### config.mk
export PLATFORM = sky130hd
export DESIGN_NAME = gsim_rot_shreg
export DESIGN_NICKNAME = d
export VERILOG_FILES = /design/src/rtl/gsim_pkg.sv /design/src/rtl/gsim_rot_net.sv /design/src/rtl/gsim_rot_shreg.sv
export SDC_FILE = /design/constraint.sdc
export NUM_CORES = 2
export LEC_CHECK = 0
export CAP_MARGIN = 5
export CORE_ASPECT_RATIO = 2
export CORE_MARGIN = 2
export CORE_UTILIZATION = 63
export CTS_BUF_LIST = sky130_fd_sc_hd__clkbuf_2
export CTS_CLUSTER_SIZE = 14
export DETAILED_ROUTE_END_ITERATION = 6
export PLACE_DENSITY_LB_ADDON = 0.15
export SLEW_MARGIN = 20
export SYNTH_ARGS = -nofsm -noshare
export SYNTH_HDL_FRONTEND = slang
export SYNTH_SLANG_ARGS = --single-unit
export TNS_END_PERCENT = 5
### constraint.sdc
create_clock -name clk -period 2.9 [get_ports clk]
set_input_delay 0.87 -clock clk [delete_from_list [all_inputs] [get_ports clk]]
set_output_delay 0.87 -clock clk [all_outputs]
set_load 0.01 [all_outputs]
### src/rtl/gsim_pkg.sv
// ---------------------------------------------------------------------------
// gsim_pkg
// Shared definitions for the Gauss-Seidel solver datapath:
//   - gsim_state_e : FILL / RUN state of the circular vector register
//   - GSIM_BIT_WIDTH, GSIM_DEPTH, GSIM_NTAP : default solver dimensions
// ---------------------------------------------------------------------------
package gsim_pkg;

  typedef enum logic {
    FILL = 1'b0,
    RUN  = 1'b1
  } gsim_state_e;

  localparam int GSIM_BIT_WIDTH = 32;
  localparam int GSIM_DEPTH     = 16;
  localparam int GSIM_NTAP      = 3;

endpackage

### src/rtl/gsim_rot_net.sv
// ---------------------------------------------------------------------------
// gsim_rot_net
// Combinational circular barrel rotator built from log2(DEPTH) mux stages.
// Output entry i takes input entry (i + rot_amt) mod DEPTH.
// Ports:
//   vec_in   in  DEPTH*BIT_WIDTH  entry i at bits [i*BIT_WIDTH +: BIT_WIDTH]
//   rot_amt  in  AW               rotate amount
//   vec_out  out DEPTH*BIT_WIDTH  rotated vector, same packing as vec_in
// ---------------------------------------------------------------------------
module gsim_rot_net
  import gsim_pkg::*;
#(
  parameter  int BIT_WIDTH = GSIM_BIT_WIDTH,
  parameter  int DEPTH     = GSIM_DEPTH,
  localparam int AW        = $clog2(DEPTH)
) (
  input  logic [DEPTH*BIT_WIDTH-1:0] vec_in,
  input  logic [AW-1:0]              rot_amt,
  output logic [DEPTH*BIT_WIDTH-1:0] vec_out
);

  logic [DEPTH*BIT_WIDTH-1:0] stg [AW+1];

  assign stg[0] = vec_in;

  // Stage s rotates by 2**s when rot_amt[s] is set.
  for (genvar s = 0; s < AW; s++) begin : g_stage
    for (genvar i = 0; i < DEPTH; i++) begin : g_ent
      localparam int SRC = (i + (1 << s)) % DEPTH;
      assign stg[s+1][i*BIT_WIDTH +: BIT_WIDTH] =
        rot_amt[s] ? stg[s][SRC*BIT_WIDTH +: BIT_WIDTH]
                   : stg[s][i*BIT_WIDTH +: BIT_WIDTH];
    end
  end

  assign vec_out = stg[AW];

endmodule

### src/rtl/gsim_rot_shreg.sv
// ---------------------------------------------------------------------------
// gsim_rot_shreg
// Circular vector register for the Gauss-Seidel solver. Loaded serially in
// FILL, then rotated by a per-operation amount in RUN with optional
// write-back into the last entry. Entry 0 is the unknown being updated; its
// +/-1..NTAP circular neighbours are exposed as taps.
// Optional: define GSIM_SHREG_CLR_EN to add the clr input, which zeroes all
// entries in addition to the restart actions (clr > restart > load/op/write).
// Ports:
//   clk, rst_n        clock (rising), asynchronous active-low reset
//   restart           back to FILL; clear fill count, pos, iter_cnt
//   clr               (GSIM_SHREG_CLR_EN only) restart plus zero entries
//   in_valid/in_ready/in_data   serial load handshake (FILL)
//   op_valid/op_ready/rot_amt   rotate request (RUN)
//   wr_en/wr_data     write entry DEPTH-1 after any rotation (RUN)
//   center            entry 0
//   tap_hi / tap_lo   slice k-1 = entry k / entry DEPTH-k, k=1..NTAP
//   full              state is RUN
//   pos               accumulated rotation mod DEPTH
//   wrap              one-cycle pulse when pos wraps past DEPTH
//   iter_cnt          completed sweeps, saturating
// ---------------------------------------------------------------------------
module gsim_rot_shreg
  import gsim_pkg::*;
#(
  parameter  int BIT_WIDTH = GSIM_BIT_WIDTH,
  parameter  int DEPTH     = GSIM_DEPTH,
  parameter  int NTAP      = GSIM_NTAP,
  parameter  int ITER_W    = 8,
  localparam int AW        = $clog2(DEPTH)
) (
  input  logic                      clk,
  input  logic                      rst_n,
  input  logic                      restart,
`ifdef GSIM_SHREG_CLR_EN
  input  logic                      clr,
`endif
  input  logic                      in_valid,
  output logic                      in_ready,
  input  logic [BIT_WIDTH-1:0]      in_data,
  input  logic                      op_valid,
  output logic                      op_ready,
  input  logic [AW-1:0]             rot_amt,
  input  logic                      wr_en,
  input  logic [BIT_WIDTH-1:0]      wr_data,
  output logic [BIT_WIDTH-1:0]      center,
  output logic [NTAP*BIT_WIDTH-1:0] tap_hi,
  output logic [NTAP*BIT_WIDTH-1:0] tap_lo,
  output logic                      full,
  output logic [AW-1:0]             pos,
  output logic                      wrap,
  output logic [ITER_W-1:0]         iter_cnt
);

  localparam int VW = DEPTH * BIT_WIDTH;

  logic [VW-1:0]     ent_q, ent_d, rot_vec;
  gsim_state_e       state_q, state_d;
  logic [AW-1:0]     fill_cnt_q, fill_cnt_d;
  logic [AW-1:0]     pos_q, pos_d;
  logic              wrap_q, wrap_d;
  logic [ITER_W-1:0] iter_q, iter_d;
  logic [AW:0]       pos_sum;
  logic              clr_req;

`ifdef GSIM_SHREG_CLR_EN
  assign clr_req = clr;
`else
  assign clr_req = 1'b0;
`endif

  gsim_rot_net #(
    .BIT_WIDTH(BIT_WIDTH),
    .DEPTH    (DEPTH)
  ) u_rot (
    .vec_in (ent_q),
    .rot_amt(rot_amt),
    .vec_out(rot_vec)
  );

  // Carry out of the AW+1 bit sum marks a wrap past entry 0 (a finished sweep).
  assign pos_sum = {1'b0, pos_q} + {1'b0, rot_amt};

  always_comb begin
    ent_d      = ent_q;
    state_d    = state_q;
    fill_cnt_d = fill_cnt_q;
    pos_d      = pos_q;
    wrap_d     = 1'b0;
    iter_d     = iter_q;
    if (clr_req || restart) begin
      if (clr_req) begin
        ent_d = '0;
      end
      state_d    = FILL;
      fill_cnt_d = '0;
      pos_d      = '0;
      iter_d     = '0;
    end else if (state_q == FILL) begin
      if (in_valid) begin
        // Shift toward entry 0; after DEPTH loads the first word sits at 0.
        ent_d      = {in_data, ent_q[VW-1:BIT_WIDTH]};
        fill_cnt_d = fill_cnt_q + AW'(1);
        if (fill_cnt_q == AW'(DEPTH - 1)) begin
          state_d = RUN;
        end
      end
    end else begin
      if (op_valid) begin
        ent_d = rot_vec;
        pos_d = pos_sum[AW-1:0];
        if (pos_sum[AW]) begin
          wrap_d = 1'b1;
          if (iter_q != '1) begin
            iter_d = iter_q + ITER_W'(1);
          end
        end
      end
      // Write-back lands after the rotation and overrides the rotated word.
      if (wr_en) begin
        ent_d[VW-1 -: BIT_WIDTH] = wr_data;
      end
    end
  end

  always_ff @(posedge clk or negedge rst_n) begin
    if (!rst_n) begin
      ent_q      <= '0;
      state_q    <= FILL;
      fill_cnt_q <= '0;
      pos_q      <= '0;
      wrap_q     <= 1'b0;
      iter_q     <= '0;
    end else begin
      ent_q      <= ent_d;
      state_q    <= state_d;
      fill_cnt_q <= fill_cnt_d;
      pos_q      <= pos_d;
      wrap_q     <= wrap_d;
      iter_q     <= iter_d;
    end
  end

  assign center = ent_q[BIT_WIDTH-1:0];

  for (genvar k = 1; k <= NTAP; k++) begin : g_tap
    assign tap_hi[(k-1)*BIT_WIDTH +: BIT_WIDTH] = ent_q[k*BIT_WIDTH +: BIT_WIDTH];
    assign tap_lo[(k-1)*BIT_WIDTH +: BIT_WIDTH] = ent_q[(DEPTH-k)*BIT_WIDTH +: BIT_WIDTH];
  end

  assign full     = (state_q == RUN);
  assign in_ready = (state_q == FILL);
  assign op_ready = (state_q == RUN);
  assign pos      = pos_q;
  assign wrap     = wrap_q;
  assign iter_cnt = iter_q;

endmodule

# After elaboration in Yosys (flattened, before gate mapping)
# Cells that the tools add are included.
# totals
reg_bits	530
in_bits	74
elab_cells	115
# classes
add_sub_neg	3
n_eq_ne	5
muxes	87
bitwise_logic	2
n_reduce_logical	11
# ops
cell	n
two-way mux 32 bit	65
two-way mux 512 bit	3
two-way mux 8 bit	5
two-way mux 4 bit	6
nonzero test 2 bit	6
adder 8 x 1 -> 8 bit, second input constant	1
two-way mux 1 bit	8
inequality test 8 bit, second input constant	1
AND reduction 3 bit	2
adder 4 x 4 -> 5 bit	1
adder 4 x 1 -> 4 bit, second input constant	1
== test 4 bit, second input constant	1
inequality test 2 bit, second input constant	2
AND reduction 2 bit	2
AND reduction 4 bit	1
inequality test 3 bit, second input constant	1
inverter 1 bit	2

# Depth between registers and ports, before layout
# depth
ltp_word	7
mapped_depth	10

# By module
# Synthesis repeated with hierarchy kept, for this count alone.
# unflattened
hier_cells	3873
area_unflattened_um2	50723.6
# modules_own_cells
module	instances	cells_each	area_per_inst_um2	seq_area_each_um2
gsim_rot_shreg	1	2621	26325.2	13262.7
gsim_rot_net	1	1252	24398.4	0.0

# Worst setup path before layout
# OpenSTA, ideal clock, no wires.
# synth_timing
path_kind	input -> register
start	input port rot_amt[1]
end	register iter_q[3] (netlist: iter_cnt[3])
setup_ns	0.120
arrival_ns	3.134
t_required_ns	2.780
slack_ns	-0.354
path_stages	10
path_buffers	3
path_cell_list	inv_2 > buf_2 > buf_2 > clkbuf_1 > fa_1 > nor2b_1 > o21ai_0 > a211oi_2 > a311oi_1 > a41o_1
# synth_via
elab_chain_cells	3
# synth_lines
item	line_no	rtl
start, declared	gsim_rot_shreg.sv:43	input logic [AW-1:0] rot_amt,
adder 4 x 4 -> 5 bit	gsim_rot_shreg.sv:82	assign pos_sum = {1'b0, pos_q} + {1'b0, rot_amt};
nonzero test 2 bit (no line)	n/a	
AND reduction 4 bit (no line)	n/a	
end signal, assigned	gsim_rot_shreg.sv:140	iter_q <= iter_d;
end, declared	gsim_rot_shreg.sv:62	logic [ITER_W-1:0] iter_q, iter_d;
# No other way between the ends.
# A chain may end at the register's enable or synchronous reset.

# Worst setup path after layout
# layout_timing
start	register state_q (netlist: full)
end	output port in_ready
# layout_via
elab_chain_cells	1
# layout_lines
item	line_no	rtl
start, declared	gsim_rot_shreg.sv:58	gsim_state_e state_q, state_d;
start signal, assigned	gsim_rot_shreg.sv:136	state_q <= state_d;
inverter 1 bit	gsim_rot_shreg.sv:152	assign in_ready = (state_q == FILL);
end, declared	gsim_rot_shreg.sv:39	output logic in_ready,
# No other way between the ends.

==> impl_results.md <==
* Status: complete, but fails checks
* Violated checks: DRC, setup timing
* Worst setup slack after layout at -336 ps
* Maximum root-to-sink buffer count at 3
* Crit Reg-Reg Startpoint: full$_DFF_PN0_
* Crit path buffers/inverters at 3
* Worst Hold Class: primary input to flop
* Largest net degree at the start of global routing at 145
* Final hold slack at 119 ps
* Hold Vio Cnt, Final at 0
* Worst path required time at 2030 ps
* Slowest CP cell: dfrtp_4
* Top Metal Used: met5
* Final #Nets at 5,898
* Synth Cell Area at 53,500 sq um
* Worst-Skew Late Latency at 1610 ps
* Fraction of registers with async set/reset at 100%
* Worst slew pin tran at 1180 ps
* Seq cells post-synth at 530
* Post-route ant nets at 0
* Place WS at -182 ps
* Commonest non-fill, non-tap cells in the layout: 651 x mux4_2, 641 x nand2_1, 613 x o21ai_0
* Initial Util at 63.4%
* Period utilisation layout at 112%
* Worst reg2reg path endpoint: ent_q[501]$_DFFE_PN0P_
* CP Capture Type: output port
* Dpl cells at 6,474
* All-layer global routing usage at 47.2%
* CP Class: flop to output port
* Core footprint at 84,500 sq um
* Global route overflow at 0
* Yosys Warn Count at 0
* Final Non-Filler Cells at 6,999
* H-tree levels at 4
* Vias in the first global route at 53,500
* Post-synth EDFFs at 0
* Hold path start: wr_data[8]
* Syn avg cell area at 10.0 sq um
* DR DRC count at 1
* Syn_nets at 5,432
* WHS Path Cells at 3
* Max VDD drop at 338 uV
* Max-Cap Viols at 0
* Worst slew margin at 21.1%
* Die area at 87,400 sq um
* CTS tree: built
* Clock Skews at 101 ps
* RSZ-0062 raised after global routing: true
* Setup Total Neg Slack at -27,610 ps
* Top delay family on crit path: flip-flops
* Crit path cell chain: buf_6 > inv_16 > buf_6
* Max Clk Rate at 309 MHz
* Routed via count at 52,900
* Post-synthesis cell type count at 58
* Most common cell after layout, fill and taps aside: mux4_2
* Die W at 210 um
* Flop-to-flop setup slack at -30 ps
* Num rows at 151
* Synth Instances at 5,351
* Port bufs at 313
* Ys flop type: dfrtp_1
* Pwr/cell area at 531 nW/um^2
* Global-route wire length before repair at 316,000 um
* Synth area leader: mux4_2
* Die Ht at 416 um
* Met3 wire len at 21,200 um
* Drt initial violations at 6,430
* Reg2reg path depth at 9
* Clock transition at path regs at 100 ps
* Final core occ at 74.1%
* Critical Path Fanout Max at 2
* Top cell by count, worst path: buf_6
* Crit path DAT at 2370 ps
* CTS buffer count at 137
* Static Leak at 0.0256 uW
* Endpoints failing setup at 242
* CTS root buf: clkbuf_2
* Clock sinks at 530
* DRT Wirelength at 205,000 um
* RD Place Congestion at 0.977
* Ports at 314
* Synth top area share at 27.4%
* Hold EP: ent_q[488]$_DFFE_PN0P_
* Met2 WL at 99,400 um
* M1 WL at 64,700 um
* Drt wl/cell at 29.3 um
* Worst path depth at 3
* Area Growth Syn to Fin at 16.9%
* Register area share after synthesis at 24.8%
* Largest cells by area after synthesis: mux4_2 27%, dfrtp_1 25%, mux2i_1 7.4%, o21ai_0 5.7%, nand2_1 4.5%
* Pre-antenna DRT Iters at 7
* Vias/cell at 7.56
* Minimum clock period at 3240 ps
* Crit start category: flop
* Max Slew Vio Count at 0
* Share of cells above drive strength 1 at 39.0%
* Critical Path Max Stage Delay at 500 ps
* Detailed placement HPWL at 137,000 um
* Initial antenna violation count at 7
==> cell usage after synthesis, types with 17 or more instances <==
cell	n
mux4_2	651
nand2_1	643
o21ai_0	614
dfrtp_1	530
mux2i_1	395
a21oi_1	361
clkbuf_1	339
a211oi_1	280
buf_4	253
mux2_2	202
nor2_1	191
o22ai_1	120
buf_2	93
buf_1	72
and2_0	68
a31oi_1	67
a21o_1	59
nor3b_1	46
a22oi_1	41
o211ai_1	36
inv_1	35
a221oi_1	32
buf_6	29
o221ai_1	23
a221o_1	21
a311oi_1	21
nand3_1	17
==> metal layers <==
| layer | vias to the layer above | track usage [%] |
|---|---|---|
| li1 | 21700 | - |
| met1 | 25800 | 52.1 |
| met2 | 4054 | 76.9 |
| met3 | 1327 | 12.0 |
| met4 | 6 | 38.6 |
| met5 | - | 0 |
==> report_power, final <==
group	switching [uW]	internal (uW)
Sequential	2610	8880
Clock	3750	1890
Combinational	7920	8200
Total	14300	19000
==> area by class of cell <==
class,instances,area (sq um)
antenna,9,22.5
clock buffer,193,966
fill,6171,21900
timing repair buffer,1112,10300
multi-input combinational,3996,36000
timing repair inverter,1,8.76
sequential,530,13500
tap,1071,1340
clock inverter,48,218
inverter,39,183
==> flip-flops by register name (all words and copies together) (netlist names) <==
| name | cells |
|---|---|
| ent_q | 512 |
| iter_cnt | 8 |
| fill_cnt_q | 4 |
| pos | 4 |
| full | 1 |
| wrap | 1 |
==> worst reg2reg max path, delay by kind of cell, from the launching register on <==
family,cells,cell delay (ps)
buf+inv,5,1320
simple gates,2,600
flops,1,500
compound gates,2,390
==> worst max-delay path by stage <==
stage / start / slack [ps] / endpoint
final: full$_DFF_PN0_ / -340 / in_ready
after global routing: full$_DFF_PN0_ / -460 / in_ready
after CTS: full$_DFF_PN0_ / -460 / in_ready
after detailed placement: op_valid / -180 / ent_q[116]$_DFFE_PN0P_
after global placement: op_valid / -150 / ent_q[116]$_DFFE_PN0P_
after floorplan: rot_amt[1] / 2 / iter_cnt[3]$_DFFE_PN0P_
==> timing repair <==
item,in CTS,in global routing
endpoints found under the hold margin,626,0
setup endpoints to repair,240,248
hold buffers,62,0
cloned,1,0
gates resized for setup,886,309
setup buffers,208,4
==> kinds of logic after synthesis <==
kind of cell / count (synthesis) / share of synthesized area, %
DFF: 530 / 24.8
and+or+nand+nor: 991 / 7.74
buffers and inverters: 825 / 8.19
AOI/OAI and AO/OA: 1743 / 20.0
adders and majority gates: 7 / 0.178
muxes: 1248 / 39.0
xor gates and xnor gates: 7 / 0.115
==> per-stage QoR <==
| step | instance area [sq um] | power [uW] |
|---|---|---|
| after floorplan | 53500 | 20900 |
| after global placement | 59400 | 25900 |
| after detailed placement | 59400 | 26300 |
| after CTS | 62900 | 32700 |
| after global routing | 62600 | 34600 |
| final | 62600 | 33200 |
(Power assumes the default switching activity.)
